**config.mk**
```make
export PLATFORM = sky130hd
export DESIGN_NAME = load_store_unit
export DESIGN_NICKNAME = d
export VERILOG_FILES = /design/src/rtl/load_store_unit.sv
export SDC_FILE = /design/constraint.sdc
export NUM_CORES = 1
export LEC_CHECK = 0
export BUFFER_PORTS_ARGS = -buffer_cell sky130_fd_sc_hd__buf_2
export CORE_AREA = 2 2 150 108
export CTS_BUF_LIST = sky130_fd_sc_hd__clkbuf_16
export CTS_CLUSTER_SIZE = 10
export DETAILED_ROUTE_END_ITERATION = 6
export DIE_AREA = 0 0 152 110
export PLACE_DENSITY = 0.83
export SYNTH_ARGS = -nofsm -noshare
export SYNTH_HDL_FRONTEND = slang
export SYNTH_HIERARCHICAL = 1
export SYNTH_SLANG_ARGS = --single-unit
```
**constraint.sdc**
```tcl
create_clock -name clk -period 1.96 [get_ports clk]
set_clock_uncertainty 0.2 [all_clocks]
set_input_delay 0.196 -clock clk [delete_from_list [all_inputs] [get_ports clk]]
set_output_delay 0.196 -clock clk [all_outputs]
set_load 0.005 [all_outputs]
```
**src/rtl/load_store_unit.sv**
```systemverilog
// -----------------------------------------------------------------------------
// load_store_unit
//   Sequences one load/store at a time between execute and a word-organised
//   data memory. Byte/halfword/word accesses become word-aligned memory cycles;
//   sub-word stores are read-modify-write. Load data is lane-extracted and
//   sign/zero-extended, then returned with a one-cycle Valid pulse.
//
//   Optional feature macro: LSU_MISALIGN_TRAP_EN
//     defined   : misaligned half/word requests complete at once with Error=1
//     undefined : Error tied low, unneeded low address bits ignored
//
// Ports
//   clk, rst_n        clock, async active-low reset
//   Req/Ready         request handshake (accept on Req && Ready)
//   IsStore, Size, Unsigned, Addr, StData   request fields (latched on accept)
//   Valid, RdData, Error                    completion pulse and result
//   MemAddress, MemRead, MemWrite, MemWriteData, MemReadData   memory side
// -----------------------------------------------------------------------------

// One byte lane of the store merge: keep the old byte unless this lane is hit.
module lsu_byte_lane #(
  parameter int LANE_W = 8
) (
  input  logic [LANE_W-1:0] old_b,
  input  logic [LANE_W-1:0] new_b,
  input  logic              we,
  output logic [LANE_W-1:0] out_b
);
  assign out_b = we ? new_b : old_b;
endmodule

module load_store_unit (
  input  logic        clk,
  input  logic        rst_n,
  input  logic        Req,
  input  logic        IsStore,
  input  logic [1:0]  Size,
  input  logic        Unsigned,
  input  logic [31:0] Addr,
  input  logic [31:0] StData,
  output logic        Ready,
  output logic        Valid,
  output logic [31:0] RdData,
  output logic        Error,
  output logic [31:0] MemAddress,
  output logic        MemRead,
  output logic        MemWrite,
  output logic [31:0] MemWriteData,
  input  logic [31:0] MemReadData
);

  localparam int NUM_LANES = 4;
  localparam int LANE_W    = 8;

  typedef enum logic [1:0] {IDLE, RD, WR, RESP} state_t;

  typedef struct packed {
    logic        st;
    logic [1:0]  size;
    logic        uns;
    logic [31:0] addr;
    logic [31:0] data;
  } lsu_req_t;

  state_t   state_q, state_d;
  lsu_req_t req_q;
  logic [31:0] old_q;
  logic [31:0] rdata_q;
  logic        accept;
  logic        misalign;

  assign Ready  = (state_q == IDLE);
  assign accept = Req && Ready;

`ifdef LSU_MISALIGN_TRAP_EN
  // Evaluated on the incoming request; only meaningful at acceptance.
  assign misalign = ((Size == 2'b01) && Addr[0]) || (Size[1] && (Addr[1:0] != 2'b00));
`else
  assign misalign = 1'b0;
`endif

  // ---------------------------------------------------------------------------
  // FSM
  // ---------------------------------------------------------------------------
  always_ff @(posedge clk or negedge rst_n) begin
    if (!rst_n) state_q <= IDLE;
    else        state_q <= state_d;
  end

  always_comb begin
    state_d = state_q;
    case (state_q)
      IDLE: if (accept) begin
        if (misalign)                state_d = RESP;
        else if (IsStore && Size[1]) state_d = WR;   // full word: no read needed
        else                         state_d = RD;
      end
      RD:      state_d = req_q.st ? WR : RESP;
      WR:      state_d = RESP;
      RESP:    state_d = IDLE;
      default: state_d = IDLE;
    endcase
  end

  // ---------------------------------------------------------------------------
  // Load extraction / extension (from live memory data during RD)
  // ---------------------------------------------------------------------------
  logic [7:0]  ld_byte;
  logic [15:0] ld_half;
  logic [31:0] ld_ext;

  always_comb begin
    ld_byte = MemReadData[{req_q.addr[1:0], 3'b000} +: 8];
    ld_half = req_q.addr[1] ? MemReadData[31:16] : MemReadData[15:0];
    case (req_q.size)
      2'b00:   ld_ext = {{24{~req_q.uns & ld_byte[7]}}, ld_byte};
      2'b01:   ld_ext = {{16{~req_q.uns & ld_half[15]}}, ld_half};
      default: ld_ext = MemReadData;
    endcase
  end

  // ---------------------------------------------------------------------------
  // Request latch, old word, result
  // ---------------------------------------------------------------------------
  always_ff @(posedge clk or negedge rst_n) begin
    if (!rst_n) begin
      req_q   <= '0;
      old_q   <= '0;
      rdata_q <= '0;
    end else begin
      if (accept) begin
        req_q   <= '{st: IsStore, size: Size, uns: Unsigned, addr: Addr, data: StData};
        rdata_q <= '0;
      end else if (state_q == RD) begin
        if (req_q.st) old_q   <= MemReadData;
        else          rdata_q <= ld_ext;
      end
    end
  end

`ifdef LSU_MISALIGN_TRAP_EN
  logic err_q;
  always_ff @(posedge clk or negedge rst_n) begin
    if (!rst_n)      err_q <= 1'b0;
    else if (accept) err_q <= misalign;
  end
  assign Error = err_q;
`else
  assign Error = 1'b0;
`endif

  // ---------------------------------------------------------------------------
  // Store merge: replicate store data across lanes, then per-lane select
  // between the old word and the replicated data. A word store enables every
  // lane, so the (unread) old word never reaches memory.
  // ---------------------------------------------------------------------------
  logic [NUM_LANES-1:0][LANE_W-1:0] old_lanes, new_lanes, wr_lanes;
  logic [NUM_LANES-1:0]             lane_we;

  assign old_lanes = old_q;

  always_comb begin
    case (req_q.size)
      2'b00:   new_lanes = {4{req_q.data[7:0]}};
      2'b01:   new_lanes = {2{req_q.data[15:0]}};
      default: new_lanes = req_q.data;
    endcase
  end

  for (genvar n = 0; n < NUM_LANES; n++) begin : g_lane
    localparam logic [1:0] LN = 2'(n);
    assign lane_we[n] = req_q.size[1] ||
                        ((req_q.size == 2'b01) && (req_q.addr[1] == LN[1])) ||
                        ((req_q.size == 2'b00) && (req_q.addr[1:0] == LN));
    lsu_byte_lane #(.LANE_W(LANE_W)) u_lane (
      .old_b (old_lanes[n]),
      .new_b (new_lanes[n]),
      .we    (lane_we[n]),
      .out_b (wr_lanes[n])
    );
  end

  // ---------------------------------------------------------------------------
  // Outputs
  // ---------------------------------------------------------------------------
  assign Valid        = (state_q == RESP);
  assign RdData       = rdata_q;
  assign MemAddress   = {req_q.addr[31:2], 2'b00};
  assign MemRead      = (state_q == RD);
  assign MemWrite     = (state_q == WR);   // async reset kills an in-flight write
  assign MemWriteData = wr_lanes;

endmodule

```
# Yosys cells after proc, flatten, opt, wreduce, memory -nomap -nowiden
# Index checks and enable logic that the tools add are counted.
# classes
div,0
reduce_logical,20
mul,0
order_cmp,0
addsub,0
n_eq_ne,9
n_bitwise,5
shifts,1
n_mux,14
# op_table
cell,count
32-bit case mux with 2 select lines,2
32-bit two-way mux,3
8-bit two-way mux,4
32-bit by 6-bit variable part select with 8-bit output,1
16-bit two-way mux,1
2-bit == test (second input constant),4
1-bit logical AND,8
2-bit case mux with 4 select lines,1
2-bit by 1-bit == test with 1-bit output (second input constant),3
2-bit zero test,3
1-bit logical OR,6
2-bit two-way mux,2
2-bit by 1-bit inequality test with 1-bit output (second input constant),2
1-bit inverter,3
3-bit AND reduction,1
1-bit AND,2
2-bit AND reduction,1
2-bit nonzero test,1
1-bit two-way mux,1
# totals
mem_count,0
input_bits,103
output_inout_bits,101
ff_bits,134
romBits,0
latchBits,0
ram_bits,0

# Depth between registers and ports, before layout
# depth
word_depth,6
mapped_depth,8
depth_no_buf,6

# Hierarchy
# The synthesis kept the hierarchy.
# modules_own_cells
module,cells_per_inst,area_per_inst_um2,seq_area_each_um2,n_inst
load_store_unit,475,6226.0,3353.2,1
lsu_byte_lane,9,131.4,0.0,4

# Least setup slack after synthesis
# Ideal clock, no wire load.
# synth_timing
path_type,reg2reg
from,register state_q[1]
to,"register rdata_q[21], in the netlist RdData[21]"
t_arrival_ns,1.667
setup_slack_ns,-0.033
period_less_slack_ns,1.993
setup_time_ns,0.126
t_required_ns,1.634
n_path_buf,3
path_stages_with_launch,9
path_cell_list,dfrtp_1 -> inv_1 -> ha_1 -> nor2b_1 -> buf_6 -> and3_1 -> buf_2 -> buf_6 -> a221o_1
# synth_via
elab_cells_between_ends,7
classes_between,eq/ne (2); mux (1); reduce/logical (4)
# synth_lines
element,line_no,rtl
from (decl),65,"state_t state_q, state_d;"
from (signal assigned),87,else state_q <= state_d;
2-bit by 1-bit == test with 1-bit output,--,
via MemRead,46,"output logic MemRead,"
2-bit nonzero test (no line),--,
2-bit AND reduction (no line),--,
to (signal assigned),136,else rdata_q <= ld_ext;
to (decl),68,logic [31:0] rdata_q;
# The timed path passes the listed nets, and every way through them passes these cells.
# A chain may end at the register's enable or synchronous reset.

==> run_results.csv <==
group,metric,value,unit
status,outcome,"finished, violations left",
status,violations,"setup timing",
sta,finalHoldViolCount,0,
yosys,synth_flop_cell,"dfrtp_1",
place,place_congestion,0.9139,
route,avgViaCountPerCell,5.375,
yosys,synth_top_area_share,0.4967,
clock_tree,htree_levels,4,
setup_path,cp_slowest_stage_delay,0.42,ns
route,vias,5536,
flow_run,maxCapViolCount,0,
route,finalWirelength,21.78,mm
die,dieArea,16720,µm²
clock_tree,cts_tree,"yes",
clock_tree,clkTransAtPathRegs,0.06,ns
die,die_h,110,µm
grt,grt_pass1_wl,31.31,mm
grt,grt_max_degree,44,
sta,period_minus_slack,2.331,ns
setup_path,cp_top_family,"multiplexers",
pwr,powerDensity,1805,nW/µm²
final_layout,stdcell_count,1030,
clock_tree,root_buffer,"clkbuf_16",
yosys,synth_area,6751,µm²
setup_path,crit_path_max_fanout,5,
yosys,syn_inst,511,
sta,fmax,429.0,MHz
yosys,synth_cell_types,41,
sta,period_share,1.189,
die,io_pins,204,
setup_path,worstPathCellList,"buf_6, nor2_4, buf_6, mux2_4, mux2_4, buf_6",
sta,rsz0062_at_grt,"true",
route,wl_per_cell,21.15,µm
die,fp.coreArea,15260,µm²
place,placed_cell_area,7903,µm²
sta,worst_pin_slew,0.6149,ns
setup_path,cpMostUsedCell,"buf_6",
yosys,avgSynthCellArea,13.21,µm²
yosys,yosys_register_bits,134,
pwr,leakage,4.817,nW
setup_path,worst-path-buf-inv,3,
clock_tree,cts_buffer_depth,2,
clock_tree,clock_latency,0.42,ns
place,dp.cells,880,
sta,setup_slack,-0.3711,ns
yosys,synth_edf_count,0,
sta,relSlewSlack,0.5892,
die,start_util,0.4424,
grt,grtUsageTotal,0.2447,
grt,antenna_found_initial,0,
pwr,peakVddDrop,1108,µV
die,placement_rows,38,
grt,gr-total-overflow,0,
route,drc,0,
final_layout,finalNetCount,925,
route,drtIter0Drc,280,
yosys,yosysSeqAreaShare,0.4967,
place,port_buffers,200,
setup_path,end_kind,"output pin",
clock_tree,cts-buffers-inserted,17,
final_layout,area_delta_synth_final,49.31,%
final_layout,antenna_cells,0,
sta,drv_slew,0,
final_layout,fillers,1063,
route,firstDrtPassIters,5,
final_layout,stdcell_area,10080,µm²
route,antenna_left,0,
final_layout,drive_gt1_frac,0.5639,
die,dieWidth,152,µm
yosys,synthTopCellsByArea,"dfrtp_1 50%, mux2_2 19%, mux2_4 7.3%",
yosys,synthArstFlopShare,1.000,
setup_path,critPathKind,"flop to output pin",
setup_path,required,1.56,ns
clock_tree,cts_sinks,134,
yosys,yosysTopAreaCell,"dfrtp_1",
setup_path,cpMaxStageDelayCell,"dfrtp_1",
setup_path,crit_arrival,1.94,ns
grt,grt_pass1_vias,5594,
worst_hold_path,hp-class,"primary input to flop",
setup_path,critPathLaunchType,"flop",
yosys,ys.warnings.count,6,
sta,setup_viol,53,
place,hpwl,14.10,mm
cell type report:
cell class / instances / area [µm²] / share of cell area
multi-input combinational: 309 / 3157 / 0.3131
clock buffer: 17 / 425.4 / 0.04220
clock inverter: 15 / 187.7 / 0.01862
sequential: 134 / 3356 / 0.3329
tap: 200 / 250.2 / 0.02482
timing repair buffer: 352 / 2694 / 0.2672
inverter: 3 / 11.26 / 0.001117
report_power, final:
group	internal [mW]	switching, mW	total, mW
clock	2.11	1.22	3.34
combinational	5.69	3.92	9.61
sequential	4.17	1.08	5.25
cells in the final DEF (no fill, tap or decap), types with 5 or more instances in the layout:
cell type / netlist / layout
buf_2: 19 / 179
dfrtp_1: 134 / 132
mux2_2: 116 / 107
dlygate4sd3_1: 0 / 101
mux2_4: 33 / 42
buf_4: 33 / 32
buf_6: 8 / 29
nand2_1: 20 / 20
clkbuf_16: 0 / 19
a221o_1: 16 / 16
a31oi_1: 16 / 14
o21ai_1: 8 / 13
mux2i_1: 15 / 12
o21ai_0: 18 / 11
a32oi_1: 7 / 7
buf_12: 0 / 7
and3_1: 9 / 6
clkinv_2: 0 / 6
a2bb2oi_1: 7 / 5
worst reg2reg max path, stage by stage, from the launching register on:
cell       delay, ns
dfrtp_1         0.42
buf_6           0.14
buf_4           0.13
buf_12          0.14
buf_6           0.11
buf_8           0.12
nor3b_4         0.17
o21ai_2         0.09
a31oi_4         0.29
clkbuf_16       0.21
a221o_1         0.10
cell families after synthesis:
kind of cell             Yosys count  synth area share
AND/OR/NAND/NOR                   52           0.03966
adder cells (fa/ha/maj)            5          0.009266
buffers and inverters             71           0.07024
multiplexers                     165            0.2924
AO/OA/AOI/OAI                     83           0.09118
other                              1         0.0005554
flip-flops                       134            0.4967
metrics by stage:
step / hold WS, ns / power (mW) / setup WS, ns / setup TNS [ns] / utilization
2_1_floorplan: -0.2996 / 10.38 / 0.004912 / 0 / -
3_3_place_gp: -0.05804 / 12.71 / -0.02353 / -0.3068 / 0.5178
3_5_place_dp: -0.05041 / 12.94 / -0.1167 / -2.107 / 0.5178
4_1_cts: 0.03744 / 17.10 / -0.3152 / -8.953 / 0.6417
5_1_grt: 0.04449 / 19.14 / -0.4200 / -16.88 / 0.6605
6_report: 0.05765 / 18.20 / -0.3711 / -14.38 / 0.6605
final timing paths:
kind | end | cells after the start | start | slack [ns]
hold reg to reg | MemAddress[19] | 1 | MemAddress[19] | 0.30
setup reg to reg | RdData[16] | 10 | req_q[65] | -0.24
max in group asynchronous | req_q[33] | 3 | rst_n | 0.87
setup / recovery | MemWriteData[8] | 6 | req_q[65] | -0.37
min in group asynchronous | old_lanes[1] | 2 | rst_n | 0.08
hold / removal | state_q[1] | 3 | Req | 0.06
layer usage:
metal	GRT usage	part of all wire
met4	0.05474	0.014
met2	0.4102	0.48
met3	0.05864	0.083
met1	0.3279	0.42
met5	0	0
state kept, by name, summed over array words and instances, names as in the netlist:
name,count
RdData,32
MemAddress,30
state_q,2
old_lanes,32
req_q,38
repair_timing:
| item | 4_1_cts | 5_1_grt |
|---|---|---|
| cloned | 1 | 2 |
| hold buffers | 101 | 0 |
| pin swaps | 4 | 11 |
| endpoints found under the setup margin | 55 | 59 |
| resized for setup | 43 | 46 |
| endpoints found under the hold margin | 266 | 0 |
| setup buffers | 11 | 3 |
Yosys cell counts, types with 2 or more instances:
library cell / n
buf_6: 8
clkbuf_1: 8
nand2b_1: 3
and3_1: 9
nand2_1: 20
nand3_1: 3
o21bai_1: 2
a221o_1: 16
and2_1: 2
nor2_1: 5
buf_4: 33
ha_1: 5
a2bb2oi_1: 7
mux2_2: 116
mux2_4: 33
mux2i_1: 15
a21o_1: 2
nor2b_1: 3
o21ai_0: 18
inv_1: 2
buf_2: 19
a31oi_1: 16
a32oi_1: 7
o21ai_1: 8
nand2_2: 2
dfrtp_1: 134
(Power assumes the default switching activity.)
